<file path="src/rtl/hazard_fwd_scoreboard.sv">
// Hazard resolution for the 5-stage core: EX operand forwarding, load-use and MC-unit stalls, one-entry MC scoreboard.
// Optional stall-cycle performance counter is built when HFS_PERF_CNT_EN is defined.
module hazard_fwd_scoreboard #(
    parameter int REG_AW = 5,
    parameter int NSRC   = 2,
    parameter int MC_LAT = 4   // issue-to-writeback cycles, >= 2
) (
    input  logic                   clk,
    input  logic                   rst_n,
    input  logic                   id_valid,
    input  logic [NSRC*REG_AW-1:0] id_src,
    input  logic [NSRC-1:0]        id_src_v,
    input  logic [REG_AW-1:0]      id_rd,
    input  logic                   id_is_mc,
    input  logic                   flush,
    input  logic [REG_AW-1:0]      ex_rd,
    input  logic                   ex_memread,
    input  logic [REG_AW-1:0]      mem_rd,
    input  logic                   mem_regwrite,
    input  logic [REG_AW-1:0]      wb_rd,
    input  logic                   wb_regwrite,
    output logic [2*NSRC-1:0]      fwd_sel,
    output logic                   stall,
    output logic                   ex_bubble,
    output logic                   mc_busy,
    output logic                   mc_done,
    output logic [15:0]            stall_cnt
);

    // state   | meaning
    // RUN     | no MC op outstanding, scoreboard entry free
    // MC_WAIT | MC op in flight, mc_rd_q holds its destination, mc_cnt counts down

    localparam int CW = $clog2(MC_LAT + 1);

    typedef enum logic {
        RUN     = 1'b0,
        MC_WAIT = 1'b1
    } state_t;

    state_t                 state;
    state_t                 state_nxt;
    logic [CW-1:0]          mc_cnt;
    logic [REG_AW-1:0]      mc_rd_q;
    logic [NSRC*REG_AW-1:0] ex_src;
    logic [NSRC-1:0]        ex_src_v;
    logic                   ex_bubble_q;
    logic                   lu_hit;
    logic                   mc_src_hit;
    logic                   lu;
    logic                   mch;
    logic                   issue;

    // hazard detection on the instruction sitting in ID
    always_comb begin
        lu_hit     = 1'b0;
        mc_src_hit = 1'b0;
        for (int i = 0; i < NSRC; i++) begin
            if (id_src_v[i] && (id_src[i*REG_AW +: REG_AW] == ex_rd))
                lu_hit = 1'b1;
            if (id_src_v[i] && (id_src[i*REG_AW +: REG_AW] == mc_rd_q))
                mc_src_hit = 1'b1;
        end
    end

    assign lu    = id_valid & ex_memread & (ex_rd != '0) & lu_hit;
    assign mch   = (state == MC_WAIT) & id_valid &
                   ((mc_src_hit & (mc_rd_q != '0)) | id_is_mc);
    assign stall = (lu | mch) & ~flush;
    assign issue = id_valid & id_is_mc & ~stall & ~flush;

    // forwarding selects from the registered EX sources; EX/MEM wins over MEM/WB
    always_comb begin
        fwd_sel = '0;
        for (int i = 0; i < NSRC; i++) begin
            if (ex_src_v[i] && mem_regwrite && (mem_rd != '0) &&
                (mem_rd == ex_src[i*REG_AW +: REG_AW]))
                fwd_sel[2*i +: 2] = 2'b10;
            else if (ex_src_v[i] && wb_regwrite && (wb_rd != '0) &&
                     (wb_rd == ex_src[i*REG_AW +: REG_AW]))
                fwd_sel[2*i +: 2] = 2'b01;
        end
    end

    always_ff @(posedge clk or negedge rst_n) begin
        if (!rst_n) begin
            ex_src      <= '0;
            ex_src_v    <= '0;
            ex_bubble_q <= 1'b1;
        end else if (flush || stall) begin
            ex_src_v    <= '0;
            ex_bubble_q <= 1'b1;
        end else begin
            ex_src      <= id_src;
            ex_src_v    <= id_src_v & {NSRC{id_valid}};
            ex_bubble_q <= ~id_valid;
        end
    end

    assign ex_bubble = ex_bubble_q;

    always_ff @(posedge clk or negedge rst_n) begin
        if (!rst_n)
            state <= RUN;
        else
            state <= state_nxt;
    end

    always_comb begin
        state_nxt = state;
        mc_busy   = 1'b0;
        mc_done   = 1'b0;
        case (state)
            RUN: begin
                if (issue)
                    state_nxt = MC_WAIT;
            end
            MC_WAIT: begin
                mc_busy = 1'b1;
                mc_done = (mc_cnt == CW'(1));
                if (mc_done)
                    state_nxt = RUN;
            end
            default: state_nxt = RUN;
        endcase
    end

    // mc_rd_q is left stale after the op retires; mch only looks at it in MC_WAIT
    always_ff @(posedge clk or negedge rst_n) begin
        if (!rst_n) begin
            mc_cnt  <= '0;
            mc_rd_q <= '0;
        end else if ((state == RUN) && issue) begin
            mc_cnt  <= CW'(MC_LAT);
            mc_rd_q <= id_rd;
        end else if (state == MC_WAIT) begin
            mc_cnt  <= mc_cnt - CW'(1);
        end
    end

`ifdef HFS_PERF_CNT_EN
    logic [15:0] stall_cnt_q;

    always_ff @(posedge clk or negedge rst_n) begin
        if (!rst_n)
            stall_cnt_q <= '0;
        else if (stall && (stall_cnt_q != 16'hFFFF))
            stall_cnt_q <= stall_cnt_q + 16'd1;
    end

    assign stall_cnt = stall_cnt_q;
`else
    assign stall_cnt = 16'h0;
`endif

endmodule

</file>
<file path="config.mk">
export PLATFORM = sky130hd
export DESIGN_NAME = hazard_fwd_scoreboard
export DESIGN_NICKNAME = d
export VERILOG_FILES = /design/src/rtl/hazard_fwd_scoreboard.sv
export SDC_FILE = /design/constraint.sdc
export NUM_CORES = 1
export LEC_CHECK = 0
export ABC_AREA = 1
export BUFFER_PORTS_ARGS = -buffer_cell sky130_fd_sc_hd__clkbuf_2
export CAP_MARGIN = 20
export CORE_UTILIZATION = 54
export DETAILED_ROUTE_END_ITERATION = 6
export PLACE_DENSITY = 0.95
export SLEW_MARGIN = 40
export SYNTH_ARGS = -nofsm -noshare
export SYNTH_HDL_FRONTEND = slang
export SYNTH_SLANG_ARGS = --single-unit
</file>
<file path="constraint.sdc">
create_clock -name clk -period 3.95 [get_ports clk]
set_input_delay 0.1975 -clock clk [delete_from_list [all_inputs] [get_ports clk]]
set_output_delay 0.1975 -clock clk [all_outputs]
set_load 0.03 [all_outputs]
</file>
==> Word-level counts from Yosys, hierarchy flattened <==
Cells that the tools add are included.
{ "classes": {"add_sub_neg": 1, "n_eq_ne": 9, "muxes": 17, "bitwise": 17, "n_reduce_logical": 23} }
{ "ops": {"columns": ["op", "n"], "rows": [
  ["5-bit == test", 8],
  ["5-bit nonzero test", 4],
  ["1-bit logical AND", 17],
  ["1-bit two-way mux", 11],
  ["1-bit bitwise AND", 10],
  ["2-bit two-way mux", 3],
  ["3-bit two-way mux", 2],
  ["1-bit inverter", 4],
  ["3-bit by 1-bit == test with 1-bit output, second input constant", 1],
  ["3-bit by 1-bit subtractor with 3-bit output, second input constant", 1],
  ["2-bit bitwise AND", 1],
  ["1-bit bitwise OR", 2],
  ["1-bit one-hot mux with 2 select lines", 1],
  ["2-bit nonzero test", 1],
  ["1-bit logical OR", 1]
]} }
{ "word_totals": {"regBits": 22, "input_bits": 40, "out_inout_bits": 24, "wordCells": 73} }

==> Logic depth before layout (Yosys ltp) <==
Gate-level depths: netlist of the first run.
{ "depth": {"depth_word": 14, "depth_mapped": 14} }

==> Worst setup path before layout of the first run <==
OpenSTA, ideal clock, no wires.
{ "synth_timing": {"path_type": "reg2out", "from": "register ex_src[7]", "to": "output port fwd_sel[2]", "t_arrival_ps": 2033, "path_slack_ps": 1719, "path_stages_with_launch": 6, "n_path_buf": 0, "path_cell_list": "dfrtp_1 inv_1 a21oi_1 o211ai_1 nor4_1 nor2_1"} }
{ "synth_between": {"elab_chain_len": 4, "elab_cells_between_ends": 6} }
{ "synth_rtl": {"columns": ["element", "line_no", "source"], "rows": [
  ["start: declaration", "45", "logic [NSRC*REG_AW-1:0] ex_src;"],
  ["start signal: assignment", "94", "ex_src <= id_src;"],
  ["5-bit == test", "80", "(wb_rd == ex_src[i*REG_AW +: REG_AW]))"],
  ["1-bit logical AND", "79", "else if (ex_src_v[i] && wb_regwrite && (wb_rd != '0) &&"],
  ["1-bit two-way mux", "79", null],
  ["2-bit two-way mux (*)", "76", "if (ex_src_v[i] && mem_regwrite && (mem_rd != '0) &&"],
  ["end: declaration", "22", "output logic [2*NSRC-1:0] fwd_sel,"]
]} }
Mark *: on every way between the ends. The rest lies on a longest branch, timed or not.

==> Worst setup path after layout of the first run <==
{ "layout_timing": {"from": "register mc_rd_q[4]", "to": "output port stall"} }
{ "layout_between": {"elab_chain_len": 9, "elab_cells_between_ends": 12} }
{ "layout_rtl": {"columns": ["element", "line_no", "source"], "rows": [
  ["start: declaration", "44", "logic [REG_AW-1:0] mc_rd_q;"],
  ["start signal: assignment", "135", "mc_rd_q <= id_rd;"],
  ["5-bit == test", "61", "if (id_src_v[i] && (id_src[i*REG_AW +: REG_AW] == mc_rd_q))"],
  ["1-bit logical AND", "61", null],
  ["1-bit two-way mux (2 in a row)", "61", null],
  ["1-bit bitwise AND (*)", "68", "((mc_src_hit & (mc_rd_q != '0)) | id_is_mc);"],
  ["1-bit bitwise OR (*)", "68", null],
  ["1-bit bitwise AND (*)", "67", "assign mch = (state == MC_WAIT) & id_valid &"],
  ["1-bit bitwise OR (*)", "69", "assign stall = (lu | mch) & ~flush;"],
  ["1-bit bitwise AND (*)", "69", null],
  ["end: declaration", "23", "output logic stall,"]
]} }
Marks and branches as above.

==> results.sh, run 1 <==
export IMPL_num_antenna_cells=0
export IMPL_layout_nets=353
export IMPL_power_density_nw_per_um2=390
export IMPL_cp_slowest_cell="dfrtp_1"
export IMPL_grt_max_degree=23
export IMPL_dieArea_um2=3590
export IMPL_holdCritPathClass="in2reg"
export IMPL_finalClockSkew_ns=0.00311
export IMPL_end_kind="primary output"
export IMPL_htree_levels=1
export IMPL_io_buffer_count=47
export IMPL_place_congestion=0.961
export IMPL_synth_cells=262
export IMPL_path_max_fanout=5
export IMPL_rows=20
export IMPL_cp_startpoint="mc_rd_q[4]"
export IMPL_drcViolationCount=0
export IMPL_p_leak_nw=1.20
export IMPL_synth_distinct_cells=32
export IMPL_crit_chain="inv_2 -> nand2_1 -> nand2_1 -> nor2_1 -> nand3_1 -> nand2_1 -> nand2_1 -> nand2_2 -> nand2_4 -> a21oi_1 -> clkbuf_2"
export IMPL_wl_per_cell_um=11.6
export IMPL_netlist_area_um2=1810
export IMPL_period_needed_ns=2.00
export IMPL_num_fill_cells=286
export IMPL_critPathTopFamily="simple AND/OR/NAND/NOR gates"
export IMPL_first_iter_violations=102
export IMPL_initial_utilization_pct=57.8
export IMPL_grt_pass1_vias=1654
export IMPL_yosysTopAreaCellShare_pct=29.0
export IMPL_crit_path_max_incr_delay_ns=0.46
export IMPL_worstHoldStart="id_rd[1]"
export IMPL_final_setup_tns_ns=0
export IMPL_first_pass_iters=5
export IMPL_grt_pass1_wl_mm=6.72
export IMPL_chipHeight_um=59.9
export IMPL_coreArea_um2=3130
export IMPL_multiInputGateArea_um2=976
export IMPL_maxCapViolCount=0
export IMPL_post_route_period_util_pct=50.8
export IMPL_ioPinCount=64
export IMPL_syn_avg_cell_area_um2=6.91
export IMPL_synth_area_leader_cell="dfrtp_1"
export IMPL_ff_latch_area_um2=552
export IMPL_cp_required_ns=3.75
export IMPL_synth_seq_cells=22
export IMPL_cp_start_kind="register"
export IMPL_rr_startpoint="mc_rd_q[1]"
export IMPL_netlist_top_cells_area="dfrtp_1, nand2_1, inv_1"
export IMPL_max_freq_mhz=499
export IMPL_finalSetupViolCount=0
export IMPL_drt_total_wl_mm=4.12
export IMPL_ant_nets=0
export IMPL_rsz0062_at_grt="false"
export IMPL_clkTransAtPathRegs_ns=0.12
export IMPL_hpwlAfterDp_mm=3.31
export IMPL_vias=1813
export IMPL_slew_headroom_pct=64.6
export IMPL_area_delta_synth_final_pct=13.2
export IMPL_cts_root_buf="clkbuf_4"
export IMPL_power_mw=0.799
export IMPL_cts_buffer_depth=2
export IMPL_slew_viol_final=0
export IMPL_final_util_pct=65.5
export IMPL_synth_seq_area_share_pct=30.5
export IMPL_vias_per_cell=5.12
export IMPL_worst_ep_arrival_time_ns=1.81
export IMPL_overflow=0
export IMPL_path_class="reg2out"
export IMPL_grt_usage_pct=24.6
export IMPL_cts_made_buffers=3
export IMPL_cts_sinks=22
export IMPL_antenna_found_initial=0
export IMPL_crit_top_cell="nand2_1"
export IMPL_worst_pin_slew_ns=0.530
export IMPL_drive_gt1_share_pct=24.8
export IMPL_cts_tree="done"
export IMPL_yosysWarnings=0
export IMPL_peakVddDrop_uv=267
export IMPL_run_status="finished clean"
export IMPL_die_w_um=59.9
export IMPL_cts_resized=0
export IMPL_worstSkewPairLatency_ns=0.31
export IMPL_hold_viol=0
export IMPL_worst_path_buf_inv=2
worst register-to-register path: cells and delay by family, from the launching register on:
kind	cells	cell delay [ns]
simple gates	11	1.14
flops	1	0.45
buf+inv	1	0.10
compound gates	1	0.08
cell families after synthesis:
kind of cell               count (synthesis)  share of synthesized area (%)
AOI/OAI and AO/OA                         41                           14.8
xor gates and xnor gates                   6                           2.90
adders and majority gates                  2                           1.38
buffers and inverters                     68                           18.7
DFF                                       22                           30.5
other                                      1                          0.207
and+or+nand+nor                          122                           31.5
area by class of cell:
cell class                      count  share of cell area, %
Multi-Input combinational cell    187                   47.6
Sequential cell                    22                   26.9
Timing Repair Buffer               48                   12.0
Inverter                           49                   8.98
Tap cell                           44                   2.69
Clock buffer                        4                   1.77
metrics by stage:
step / hold WS, ns / std cells / setup WS, ns / cell area [um^2]
final: 0.0831 / 354 / 1.95 / 2050
after global routing: 0.0814 / 354 / 1.77 / 2050
after CTS: 0.0830 / 354 / 1.94 / 2050
after detailed placement: 0.205 / 349 / 2.16 / 2000
after global placement: 0.199 / 349 / 2.22 / 2000
after floorplan: -0.0981 / 277 / 1.72 / 1870
per-layer routing:
metal	vias to the layer above	share of wire [%]	GRT usage, %
met2	116	47	44.9
met3	23	7.5	3.46
met1	778	42	29.1
met5	-	0	0
li1	896	-	-
met4	0	3.4	8.64
final timing paths:
check / end / cells after the start / slack [ns]
worst min register to register: mc_cnt[2] / 2 / 0.55
max in group asynchronous: ex_bubble / 2 / 3.21
min in group asynchronous: state / 2 / 0.37
worst min-delay path: mc_rd_q[1] / 3 / 0.08
worst max register to register: ex_src[5] / 13 / 2.11
worst max-delay path: stall / 11 / 1.95
cells in the mapped netlist:
| master | n |
|---|---|
| nand2_1 | 65 |
| inv_1 | 46 |
| nor2_1 | 22 |
| dfrtp_1 | 21 |
| buf_4 | 16 |
| o22ai_1 | 12 |
| nand3_1 | 11 |
| o21ai_2 | 9 |
| a21oi_1 | 7 |
| o21ai_1 | 6 |
| nor4_1 | 5 |
| nand2_4 | 4 |
| nor3_1 | 4 |
| xor2_1 | 4 |
| buf_6 | 3 |
| inv_2 | 3 |
| o211ai_1 | 3 |
| ha_1 | 2 |
| nand2_2 | 2 |
| nor2_2 | 2 |
| o21ai_0 | 2 |
| or2_2 | 2 |
| xnor2_1 | 2 |
| a2111oi_0 | 1 |
| a211oi_1 | 1 |
| conb_1 | 1 |
| dfstp_2 | 1 |
| nand3_2 | 1 |
| nand4_1 | 1 |
| nand4_4 | 1 |
| nor2_4 | 1 |
| or2_0 | 1 |
repair_timing:
| action | CTS | global route |
|---|---|---|
| setup buffers | 0 | 0 |
| endpoints found under the hold margin | 21 | 0 |
| hold buffers | 1 | 0 |
power breakdown:
part / switching [mW] / internal, mW
sequential: 0.0571 / 0.282
clock: 0.0684 / 0.0563
combinational: 0.212 / 0.124
total: 0.337 / 0.462
cells in the final DEF, fill, tap and decap left out, types with 2 or more instances in the layout:
| cell type | n |
|---|---|
| conb_1 | 16 |
| nand2_1 | 65 |
| o21ai_2 | 9 |
| a21oi_1 | 7 |
| dfrtp_1 | 21 |
| o211ai_1 | 3 |
| clkbuf_4 | 3 |
| nor4_1 | 5 |
| nor2_2 | 2 |
| nand3_1 | 11 |
| nand2_4 | 4 |
| nor3_1 | 4 |
| o21ai_1 | 6 |
| or2_2 | 2 |
| nor2_1 | 22 |
| xor2_1 | 4 |
| inv_2 | 3 |
| o22ai_1 | 12 |
| clkbuf_2 | 47 |
| inv_1 | 46 |
| o21ai_0 | 2 |
| nand2_2 | 2 |
| xnor2_1 | 2 |
| ha_1 | 2 |
flip-flops by register name, summed over array words and instances, names as in the netlist:
name / flops
mc_cnt: 3
ex_bubble: 1
ex_src_v: 2
mc_rd_q: 5
ex_src: 10
state: 1
(Power assumes the default switching activity.)
==> inputs of run 2 (changes only) <==
--- a/config.mk
+++ b/config.mk
@@ -8,9 +8,9 @@
 export ABC_AREA = 1
 export BUFFER_PORTS_ARGS = -buffer_cell sky130_fd_sc_hd__clkbuf_2
 export CAP_MARGIN = 20
-export CORE_UTILIZATION = 54
+export CORE_UTILIZATION = 50
 export DETAILED_ROUTE_END_ITERATION = 6
-export PLACE_DENSITY = 0.95
+export PLACE_DENSITY = 0.9
 export SLEW_MARGIN = 40
 export SYNTH_ARGS = -nofsm -noshare
 export SYNTH_HDL_FRONTEND = slang
==> constraint.sdc (replaced) <==
create_clock -name clk -period 1.9 [get_ports clk]
set_input_delay 0.095 -clock clk [delete_from_list [all_inputs] [get_ports clk]]
set_output_delay 0.095 -clock clk [all_outputs]
set_load 0.03 [all_outputs]
==> run 2 against run 1 <==
  * Hold slack worse by 0.074 ns
  * Via count down 1.4%
  * Clock power up 100%
==> results.sh, run 2 (synthesis gave the netlist of run 1 again) <==
export IMPL_chipHeight_um=62.2
export IMPL_cp_required_ns=1.80
export IMPL_wl_per_cell_um=11.0
export IMPL_htree_levels=1
export IMPL_post_route_period_util_pct=93.6
export IMPL_period_needed_ns=1.78
export IMPL_slew_viol_final=0
export IMPL_run_status="finished clean"
export IMPL_path_class="reg2out"
export IMPL_rows=21
export IMPL_slew_headroom_pct=65.3
export IMPL_worstSkewPairLatency_ns=0.30
export IMPL_grt_use_met3_pct=2.76
export IMPL_grt_busiest_layer="met2"
export IMPL_final_setup_worst_slack_ns=0.122
export IMPL_antenna_found_initial=0
export IMPL_path_max_fanout=5
export IMPL_largest_register_ffs=10
export IMPL_finalClockSkew_ns=0.00166
export IMPL_num_fill_cells=310
export IMPL_dieArea_um2=3860
export IMPL_final_cell_mix="nand2_1, clkbuf_2, inv_1"
export IMPL_gr_usage_met2_pct=40.7
export IMPL_cts_made_buffers=3
export IMPL_crit_chain="inv_2 -> nand2_1 -> nand2_1 -> nor2_1 -> nand3_1 -> nand2_1 -> nand2_1 -> nand2_2 -> nand2_4 -> a21oi_4 -> buf_6"
export IMPL_largest_register="ex_src"
export IMPL_final_common_cell="nand2_1"
export IMPL_crit_path_max_incr_delay_ns=0.44
export IMPL_p_leak_nw=1.25
export IMPL_drcViolationCount=0
export IMPL_num_antenna_cells=0
export IMPL_multiInputGateArea_um2=1010
export IMPL_power_mw=1.69
export IMPL_reg_top3="ex_src x10, mc_rd_q x5, mc_cnt x3"
export IMPL_max_freq_mhz=562
export IMPL_regToRegSetupSlack_ns=0.18
export IMPL_holdCritPathClass="in2reg"
export IMPL_end_kind="primary output"
export IMPL_first_iter_violations=86
export IMPL_rsz0062_at_grt="false"
export IMPL_maxCapViolCount=0
export IMPL_hpwlAfterDp_mm=3.30
export IMPL_finalSetupViolCount=0
export IMPL_io_buffer_count=47
export IMPL_fin_area_um2=2170
export IMPL_post_dp_cell_area_um2=2030
export IMPL_grt_pass1_wl_mm=6.81
export IMPL_dp_slack_ns=0.160
export IMPL_coreArea_um2=3390
export IMPL_cts_root_buf="clkbuf_4"
export IMPL_grt_usage_pct=21.9
export IMPL_layout_nets=363
export IMPL_vias=1788
export IMPL_worst_pin_slew_ns=0.516
export IMPL_grt_max_degree=23
export IMPL_use_met1_pct=25.1
export IMPL_first_pass_iters=5
export IMPL_final_setup_tns_ns=0
export IMPL_grt_pass1_vias=1680
export IMPL_vias_per_cell=4.89
export IMPL_ff_latch_area_um2=552
export IMPL_hold_viol=0
export IMPL_cts_buffer_depth=2
export IMPL_ioPinCount=64
export IMPL_hold_slack_ns=0.00925
export IMPL_cts_tree="done"
export IMPL_initial_utilization_pct=53.4
export IMPL_cp_slowest_cell="dfrtp_1"
export IMPL_cts_sinks=22
export IMPL_peakVddDrop_uv=725
export IMPL_overflow=0
export IMPL_drt_total_wl_mm=4.02
export IMPL_power_density_nw_per_um2=779
export IMPL_crit_top_cell="nand2_1"
export IMPL_drive_gt1_share_pct=27.2
export IMPL_clkTransAtPathRegs_ns=0.11
export IMPL_die_w_um=62.2
export IMPL_place_congestion=0.905
export IMPL_worst_ep_arrival_time_ns=1.68
export IMPL_area_delta_synth_final_pct=20.2
export IMPL_ant_nets=0
export IMPL_cp_start_kind="register"
## run 2: path summary, 6_finish.rpt
kind / startpoint / endpoint / depth (start not counted)
max: mc_rd_q[4] / stall / 11
min: id_rd[0] / mc_rd_q[0] / 3
max reg2reg: mc_rd_q[3] / ex_src[8] / 10
min reg2reg: mc_cnt[1] / mc_cnt[1] / 2
max in group asynchronous: rst_n / ex_bubble / 2
min in group asynchronous: rst_n / mc_cnt[0] / 2
## run 2: per-layer routing
layer	vias to the layer above	part of all wire (%)	wire, um
met2	79	52	2090
met3	11	5.9	236
met5	-	0	0
met1	784	40	1610
met4	0	2.0	81
li1	914	-	-
## run 2: area by class of cell
| type | instances | share of cell area (%) |
|---|---|---|
| Timing Repair Buffer | 58 | 15.6 |
| Sequential cell | 22 | 25.4 |
| Tap cell | 46 | 2.65 |
| Multi-Input combinational cell | 187 | 46.3 |
| Clock buffer | 4 | 1.67 |
| Inverter | 49 | 8.46 |
## run 2: report_power, final
group	internal (mW)	leakage (nW)	switching, mW
combinational	0.293	0.956	0.454
clock	0.117	0.0210	0.135
sequential	0.586	0.269	0.110
## run 2: repair_timing
action,in CTS,in global routing
buffers inserted,1,2
endpoints found under the hold margin,25,1
gates resized for setup,0,9
pin swaps,0,1
endpoints found under the setup margin,1,10
hold buffers,5,1
## run 2: critical path: cells and delay by family, from the launching register on
| family | cells | cell delay [ns] |
|---|---|---|
| simple gates | 8 | 0.63 |
| flops | 1 | 0.44 |
| buf+inv | 2 | 0.19 |
| compound gates | 1 | 0.13 |
## run 2: through the flow
step,utilization (%),std cells
2_1_floorplan,-,277
3_3_place_gp,59.9,353
3_5_place_dp,59.9,353
4_1_cts,62.7,363
5_1_grt,64.2,366
6_report,64.2,366
